$ cat src/rtl/missile_pkg.sv
// Shared types and screen constants for the missile life-cycle controller
// and its bitmap offset rotator.
package missile_pkg;

    typedef enum logic [1:0] {
        DIR_UP    = 2'd0,
        DIR_RIGHT = 2'd1,
        DIR_DOWN  = 2'd2,
        DIR_LEFT  = 2'd3
    } dir_t;

    typedef enum logic [1:0] {
        ST_IDLE     = 2'd0,
        ST_FLYING   = 2'd1,
        ST_COOLDOWN = 2'd2
    } missile_state_t;

    localparam int SCREEN_W = 640;
    localparam int SCREEN_H = 480;
    // Centres the 25-pixel missile on the 32-pixel tank side.
    localparam int SPAWN_C  = (32 - 25) / 2;

endpackage

$ cat src/rtl/missile_offset_rotator.sv
// Maps the in-box pixel offset onto the right-facing bitmap so one ROM image
// serves all four flight directions.
module missile_offset_rotator
    import missile_pkg::*;
#(
    parameter int OBJECT_WIDTH_X = 25
) (
    input  logic [10:0] dx,
    input  logic [10:0] dy,
    input  dir_t        dir,
    output logic [10:0] offset_x,
    output logic [10:0] offset_y
);

    localparam logic [10:0] N = 11'(OBJECT_WIDTH_X - 1);

    always_comb begin
        offset_x = dx;
        offset_y = dy;
        case (dir)
            DIR_RIGHT: begin
                offset_x = dx;
                offset_y = dy;
            end
            DIR_LEFT: begin
                offset_x = N - dx;
                offset_y = dy;
            end
            DIR_UP: begin
                offset_x = N - dy;
                offset_y = dx;
            end
            DIR_DOWN: begin
                offset_x = dy;
                offset_y = N - dx;
            end
            default: begin
                offset_x = dx;
                offset_y = dy;
            end
        endcase
    end

endmodule

$ cat src/rtl/missile_controller.sv
// Missile life cycle (fire, flight, death, cooldown) plus the registered
// per-pixel hit/offset signals consumed by the bitmap ROM stage.
module missile_controller #(
    parameter int OBJECT_WIDTH_X  = 25,
    parameter int OBJECT_HEIGHT_Y = 25,
    parameter int TANK_SIZE       = 32,
    parameter int SPEED           = 4,
    parameter int SCREEN_W        = missile_pkg::SCREEN_W,
    parameter int SCREEN_H        = missile_pkg::SCREEN_H,
    parameter int COOLDOWN_FRAMES = 8
) (
    input  logic        clk,
    input  logic        reset,
    input  logic        startOfFrame,
    input  logic [10:0] pixelX,
    input  logic [10:0] pixelY,
    input  logic        fire,
    input  logic [10:0] tankX,
    input  logic [10:0] tankY,
    input  logic [1:0]  tankDir,
    input  logic        collision,
    output logic        missileActive,
    output logic [10:0] missileX,
    output logic [10:0] missileY,
    output logic [1:0]  missileDir,
    output logic        InsideRectangle,
    output logic [10:0] offsetX,
    output logic [10:0] offsetY
);
    import missile_pkg::*;

    localparam int CNT_W = (COOLDOWN_FRAMES > 1) ? $clog2(COOLDOWN_FRAMES) : 1;
    localparam logic [CNT_W-1:0]  CNT_LAST = CNT_W'(COOLDOWN_FRAMES - 1);
    localparam logic signed [11:0] W_S     = 12'(OBJECT_WIDTH_X);
    localparam logic signed [11:0] H_S     = 12'(OBJECT_HEIGHT_Y);
    localparam logic signed [11:0] TANK_S  = 12'(TANK_SIZE);
    localparam logic signed [11:0] SPEED_S = 12'(SPEED);
    localparam logic signed [11:0] C_S     = 12'((TANK_SIZE - OBJECT_WIDTH_X) / 2);

    missile_state_t    state, state_nx;
    dir_t              dir_q, dir_nx;
    logic signed [11:0] pos_x, pos_y, pos_x_nx, pos_y_nx;
    logic [CNT_W-1:0]  cnt, cnt_nx;
    logic              active_q;
    logic signed [11:0] tank_x_s, tank_y_s, spawn_x, spawn_y, move_x, move_y;
    logic signed [11:0] dx, dy;
    logic              hit;
    logic [10:0]       rot_x, rot_y;
    logic              inside_p1;
    logic [10:0]       offset_x_p1, offset_y_p1;

    function automatic logic box_on_screen(input logic signed [11:0] x,
                                           input logic signed [11:0] y);
        box_on_screen = (x >= 0) && (int'(x) + OBJECT_WIDTH_X <= SCREEN_W) &&
                        (y >= 0) && (int'(y) + OBJECT_HEIGHT_Y <= SCREEN_H);
    endfunction

    assign tank_x_s = signed'({1'b0, tankX});
    assign tank_y_s = signed'({1'b0, tankY});

    always_comb begin
        spawn_x = tank_x_s + C_S;
        spawn_y = tank_y_s - H_S;
        case (dir_t'(tankDir))
            DIR_UP:    begin spawn_x = tank_x_s + C_S;    spawn_y = tank_y_s - H_S;    end
            DIR_RIGHT: begin spawn_x = tank_x_s + TANK_S; spawn_y = tank_y_s + C_S;    end
            DIR_DOWN:  begin spawn_x = tank_x_s + C_S;    spawn_y = tank_y_s + TANK_S; end
            DIR_LEFT:  begin spawn_x = tank_x_s - W_S;    spawn_y = tank_y_s + C_S;    end
            default:   begin spawn_x = tank_x_s + C_S;    spawn_y = tank_y_s - H_S;    end
        endcase
    end

    always_comb begin
        move_x = pos_x;
        move_y = pos_y;
        case (dir_q)
            DIR_UP:    move_y = pos_y - SPEED_S;
            DIR_RIGHT: move_x = pos_x + SPEED_S;
            DIR_DOWN:  move_y = pos_y + SPEED_S;
            DIR_LEFT:  move_x = pos_x - SPEED_S;
            default:   move_x = pos_x;
        endcase
    end

    // Collision wins over a same-cycle frame tick; a blocked move kills the missile in place.
    always_comb begin
        state_nx = state;
        pos_x_nx = pos_x;
        pos_y_nx = pos_y;
        dir_nx   = dir_q;
        cnt_nx   = cnt;
        case (state)
            ST_IDLE: begin
                if (fire && box_on_screen(spawn_x, spawn_y)) begin
                    state_nx = ST_FLYING;
                    pos_x_nx = spawn_x;
                    pos_y_nx = spawn_y;
                    dir_nx   = dir_t'(tankDir);
                end
            end
            ST_FLYING: begin
                if (collision) begin
                    state_nx = ST_COOLDOWN;
                    cnt_nx   = '0;
                end else if (startOfFrame) begin
                    if (box_on_screen(move_x, move_y)) begin
                        pos_x_nx = move_x;
                        pos_y_nx = move_y;
                    end else begin
                        state_nx = ST_COOLDOWN;
                        cnt_nx   = '0;
                    end
                end
            end
            ST_COOLDOWN: begin
                if (startOfFrame) begin
                    if (cnt == CNT_LAST) state_nx = ST_IDLE;
                    else                 cnt_nx   = cnt + CNT_W'(1);
                end
            end
            default: state_nx = ST_IDLE;
        endcase
    end

    always_ff @(posedge clk) begin
        if (reset) begin
            state    <= ST_IDLE;
            pos_x    <= '0;
            pos_y    <= '0;
            dir_q    <= DIR_UP;
            cnt      <= '0;
            active_q <= 1'b0;
        end else begin
            state    <= state_nx;
            pos_x    <= pos_x_nx;
            pos_y    <= pos_y_nx;
            dir_q    <= dir_nx;
            cnt      <= cnt_nx;
            active_q <= (state_nx == ST_FLYING);
        end
    end

    assign dx  = signed'({1'b0, pixelX}) - pos_x;
    assign dy  = signed'({1'b0, pixelY}) - pos_y;
    assign hit = (state == ST_FLYING) && (dx >= 0) && (dx < W_S) && (dy >= 0) && (dy < H_S);

    missile_offset_rotator #(
        .OBJECT_WIDTH_X(OBJECT_WIDTH_X)
    ) u_rotator (
        .dx      (dx[10:0]),
        .dy      (dy[10:0]),
        .dir     (dir_q),
        .offset_x(rot_x),
        .offset_y(rot_y)
    );

    // Render stage p1: one clock after pixelX/pixelY.
    always_ff @(posedge clk) begin
        if (reset) begin
            inside_p1   <= 1'b0;
            offset_x_p1 <= '0;
            offset_y_p1 <= '0;
        end else begin
            inside_p1   <= hit;
            offset_x_p1 <= hit ? rot_x : 11'd0;
            offset_y_p1 <= hit ? rot_y : 11'd0;
        end
    end

    assign missileActive   = active_q;
    assign missileX        = pos_x[10:0];
    assign missileY        = pos_y[10:0];
    assign missileDir      = dir_q;
    assign InsideRectangle = inside_p1;
    assign offsetX         = offset_x_p1;
    assign offsetY         = offset_y_p1;

endmodule

$ cat config.mk
export PLATFORM = sky130hd
export DESIGN_NAME = missile_controller
export DESIGN_NICKNAME = d
export VERILOG_FILES = /design/src/rtl/missile_pkg.sv /design/src/rtl/missile_offset_rotator.sv /design/src/rtl/missile_controller.sv
export SDC_FILE = /design/constraint.sdc
export NUM_CORES = 1
export LEC_CHECK = 0
export ABC_AREA = 0
export CELL_PAD_IN_SITES_DETAIL_PLACEMENT = 0
export CELL_PAD_IN_SITES_GLOBAL_PLACEMENT = 1
export CORE_UTILIZATION = 40
export DETAILED_ROUTE_END_ITERATION = 7
export HOLD_SLACK_MARGIN = 0.02
export PLACE_DENSITY = 0.94
export SLEW_MARGIN = 20
export SYNTH_ARGS = -nofsm -noshare
export SYNTH_HDL_FRONTEND = slang
export SYNTH_SLANG_ARGS = --single-unit
export TNS_END_PERCENT = 100
$ cat constraint.sdc
create_clock -name clk -period 4.5 [get_ports clk]
set_input_delay 0.45 -clock clk [delete_from_list [all_inputs] [get_ports clk]]
set_output_delay 0.45 -clock clk [all_outputs]
set_load 0.02 [all_outputs]
==> results.py <==
metrics = {
    "sta": {
        "worst_slack_ns": 0.4227,
        "rsz0062_at_grt": "false",
        "post-route-period-util_pct": 90.61,
        "slew_headroom_pct": 56.04,
        "maxSlewViolCount": 0,
        "period_minus_slack_ns": 4.077,
        "tightest_slew_ns": 0.6594,
        "clock_skew_ns": 0.01820,
        "fin_setup_tns_ns": 0,
        "max_freq_mhz": 245.3,
        "hold_viol": 0,
        "final-setup-viol-count": 0,
    },
    "global_routing": {
        "grt_pass1_vias": 5429,
        "antenna_found_initial": 0,
        "grt_max_degree": 32,
        "overflow": 0,
        "grt_pass1_wl_mm": 26.68,
        "grtUsageTotal_pct": 20.40,
    },
    "cts": {
        "cts_tree": "done",
        "cts_setup_buffers": 0,
        "cts-resized-gates": 0,
        "cts_buffers": 5,
        "clock_path_buffers": 2,
        "postCtsHoldBufs": 0,
        "worstSkewPairLatency_ns": 0.31,
        "clock_sinks": 55,
        "cts-root-buf": "clkbuf_16",
        "h-tree-depth": 2,
        "path_clk_slew_ns": 0.09,
    },
    "yosys": {
        "synthFlopType": "dfxtp_1",
        "postSynthAreaPerCell_sq_um": 7.612,
        "ys_ff_latch": 55,
        "yosys_warnings": 0,
        "synth-edff-count": 0,
        "syn_area_sq_mm": 0.006067,
        "ys_types": 76,
        "synthCells": 797,
        "async_reset_ff_share_pct": 0,
        "ys_seq_area_share_pct": 18.15,
    },
    "pwr": {
        "p_leak_nw": 2.745,
        "p_total_mw": 1.435,
        "powerDensity_mw_per_mm2": 198.0,
        "peakVddDrop_v": 0.0001528,
    },
    "worst_setup_path": {
        "worstPathRequired_ns": 4.70,
        "rr_worst_depth": 13,
        "reg2reg_to": "pos_x[2]$_SDFFE_PP0P_",
        "crit_arrival_ns": 4.28,
        "cp-startpoint": "pos_x[3]$_SDFFE_PP0P_",
        "endpoint_kind": "flip-flop",
        "worstPathMaxFanout": 12,
        "r2r_setup_slack_ns": 0.42,
        "worstSetupStartpointType": "flip-flop",
        "critical_path_class": "flip-flop to flip-flop",
        "regToRegStartpoint": "pos_x[3]$_SDFFE_PP0P_",
    },
    "placement": {
        "pre_cts_ws_ns": 0.2310,
        "place_hpwl_mm": 12.55,
        "numPortBuffers": 98,
        "place.gp.congestion": 0.8737,
    },
    "finish": {
        "utilization_pct": 49.50,
        "diodes": 0,
        "finalNetCount": 972,
        "area_delta_synth_final_pct": 19.49,
        "register_area_sq_mm": 0.001102,
        "drive_gt1_share_pct": 5.312,
        "multi_input_area_sq_mm": 0.004487,
        "layout_common_cells": "clkdlybuf4s50_1, nand2_1, nor2_1, dfxtp_1, ha_1",
        "layout_commonest_cell": "clkdlybuf4s50_1",
        "nFillCells": 1391,
    },
    "flow_run": {
        "maxCapViolations": 0,
    },
    "die": {
        "initial_utilization_pct": 41.43,
        "chipHeight_microns": 125.2,
        "rows": 44,
        "die_w_microns": 125.2,
        "dieArea_sq_mm": 0.01566,
        "coreArea_sq_mm": 0.01464,
        "ioPinCount": 99,
    },
    "routing": {
        "drc": 21,
        "dr.pass1.iters": 7,
        "detail_route.wl_per_cell_microns": 15.29,
        "routed_wl_mm": 16.06,
        "initialDrtViolationCount": 407,
        "viasPerCell": 5.789,
        "dr_total_vias": 6078,
        "antenna_left": 0,
    },
    "outcome": {
        "violations": "design-rule violations",
        "status": "finished with violations",
    },
    "min_path": {
        "min_from": "cnt[1]$_SDFFE_PP0P_",
        "hold_class": "flip-flop to flip-flop",
        "hold_path_end": "cnt[1]$_SDFFE_PP0P_",
        "hold_depth": 2,
    },
}
synthesized netlist by cell type (5+ instances only):
cell | n | share of area, %
o31ai_1 | 6 | 0.74
o21ai_0 | 38 | 3.1
or3_1 | 5 | 0.52
inv_1 | 43 | 2.7
buf_2 | 10 | 0.82
o31a_1 | 6 | 0.87
xor2_1 | 20 | 2.9
nand2b_1 | 7 | 0.72
nor2b_1 | 18 | 1.9
a21o_1 | 8 | 0.99
ha_1 | 53 | 11
and3_1 | 9 | 0.93
nand2_1 | 65 | 4.0
o221ai_1 | 6 | 0.87
nor2_1 | 59 | 3.7
buf_4 | 22 | 2.7
xnor2_1 | 31 | 4.5
o21a_1 | 11 | 1.4
a311oi_1 | 8 | 1.2
a21oi_1 | 43 | 3.5
nor3_1 | 31 | 2.6
nand3_1 | 26 | 2.1
or2_2 | 6 | 0.62
nor3b_1 | 5 | 0.62
clkbuf_1 | 22 | 1.4
a211oi_1 | 19 | 2.4
o211ai_1 | 11 | 1.4
and2_1 | 11 | 1.1
nand4_1 | 8 | 0.82
mux2i_1 | 24 | 4.0
dfxtp_1 | 55 | 18
nor4_1 | 6 | 0.62
a31oi_1 | 13 | 1.3
worst max-delay path, cell delays in order (launching register included):
cell      delay [ns]
dfxtp_1         0.59
inv_1           0.18
xnor2_1         0.16
ha_1            0.25
nor2b_1         0.19
or3_1           0.35
a211oi_1        0.29
nor4_1          0.10
o31a_1          0.32
nor4_2          0.48
nand4_1         0.34
buf_4           0.27
o2111a_1        0.25
a41o_1          0.19
routing by layer:
metal | up-vias | GRT usage (%) | routed length (microns)
li1 | 3064 | - | -
met1 | 2807 | 28.34 | 7751
met2 | 200 | 34.37 | 7383
met3 | 7 | 2.311 | 851
met4 | 0 | 3.228 | 72
met5 | - | 0 | 0
where the power goes:
| part | internal (mW) | total (mW) | leakage, nW | switching [mW] |
|---|---|---|---|---|
| clock network | 0.217 | 0.425 | 0.0782 | 0.208 |
| logic | 0.227 | 0.509 | 2.22 | 0.282 |
| registers | 0.493 | 0.501 | 0.446 | 0.00805 |
worst max path at each step:
stage	endpoint	slack, ns	depth (start not counted)
after floorplan	pos_y[2]$_SDFFE_PP0P_	0.28	17
after global placement	offsetX[7]$_SDFF_PP0_	0.27	14
after detailed placement	offsetX[9]$_SDFF_PP0_	0.23	14
after CTS	pos_x[2]$_SDFFE_PP0P_	0.46	13
after global routing	offsetX[9]$_SDFF_PP0_	0.16	11
final	pos_x[2]$_SDFFE_PP0P_	0.42	13
registers in the layout, summed over array words and instances (netlist names):
signal           flops
state                2
offsetX             11
missileActive        1
cnt                  3
pos_x               12
offsetY             11
InsideRectangle      1
pos_y               12
missileDir           2
through the flow:
step	hold slack, ns	cell area (sq um)	instances
after floorplan	0.4418	6086	802
after global placement	0.4498	7093	1042
after detailed placement	0.4641	7093	1042
after CTS	0.4764	7249	1050
after global routing	0.4962	7249	1050
final	0.4747	7249	1050
logic make-up after synthesis:
family                     Yosys count  share of synthesized area, %
DFF                                 55                         18.15
adders and majority gates           56                         11.92
muxes                               26                         4.331
and+or+nand+nor                    281                         23.84
buffers and inverters              103                         8.208
xor gates and xnor gates            51                         7.362
other                                1                       0.06181
AOI/OAI and AO/OA                  224                         26.13
final cells by class:
| type | count | area share, % |
|---|---|---|
| clock buffers | 5 | 1.726 |
| inverters | 44 | 2.278 |
| flip-flops and latches | 55 | 15.21 |
| multi-input cells | 644 | 61.89 |
| clock inverters | 3 | 0.4315 |
| well taps | 184 | 3.176 |
| repair buffers | 115 | 15.29 |
Note: power is estimated with default switching activity, not from simulation.
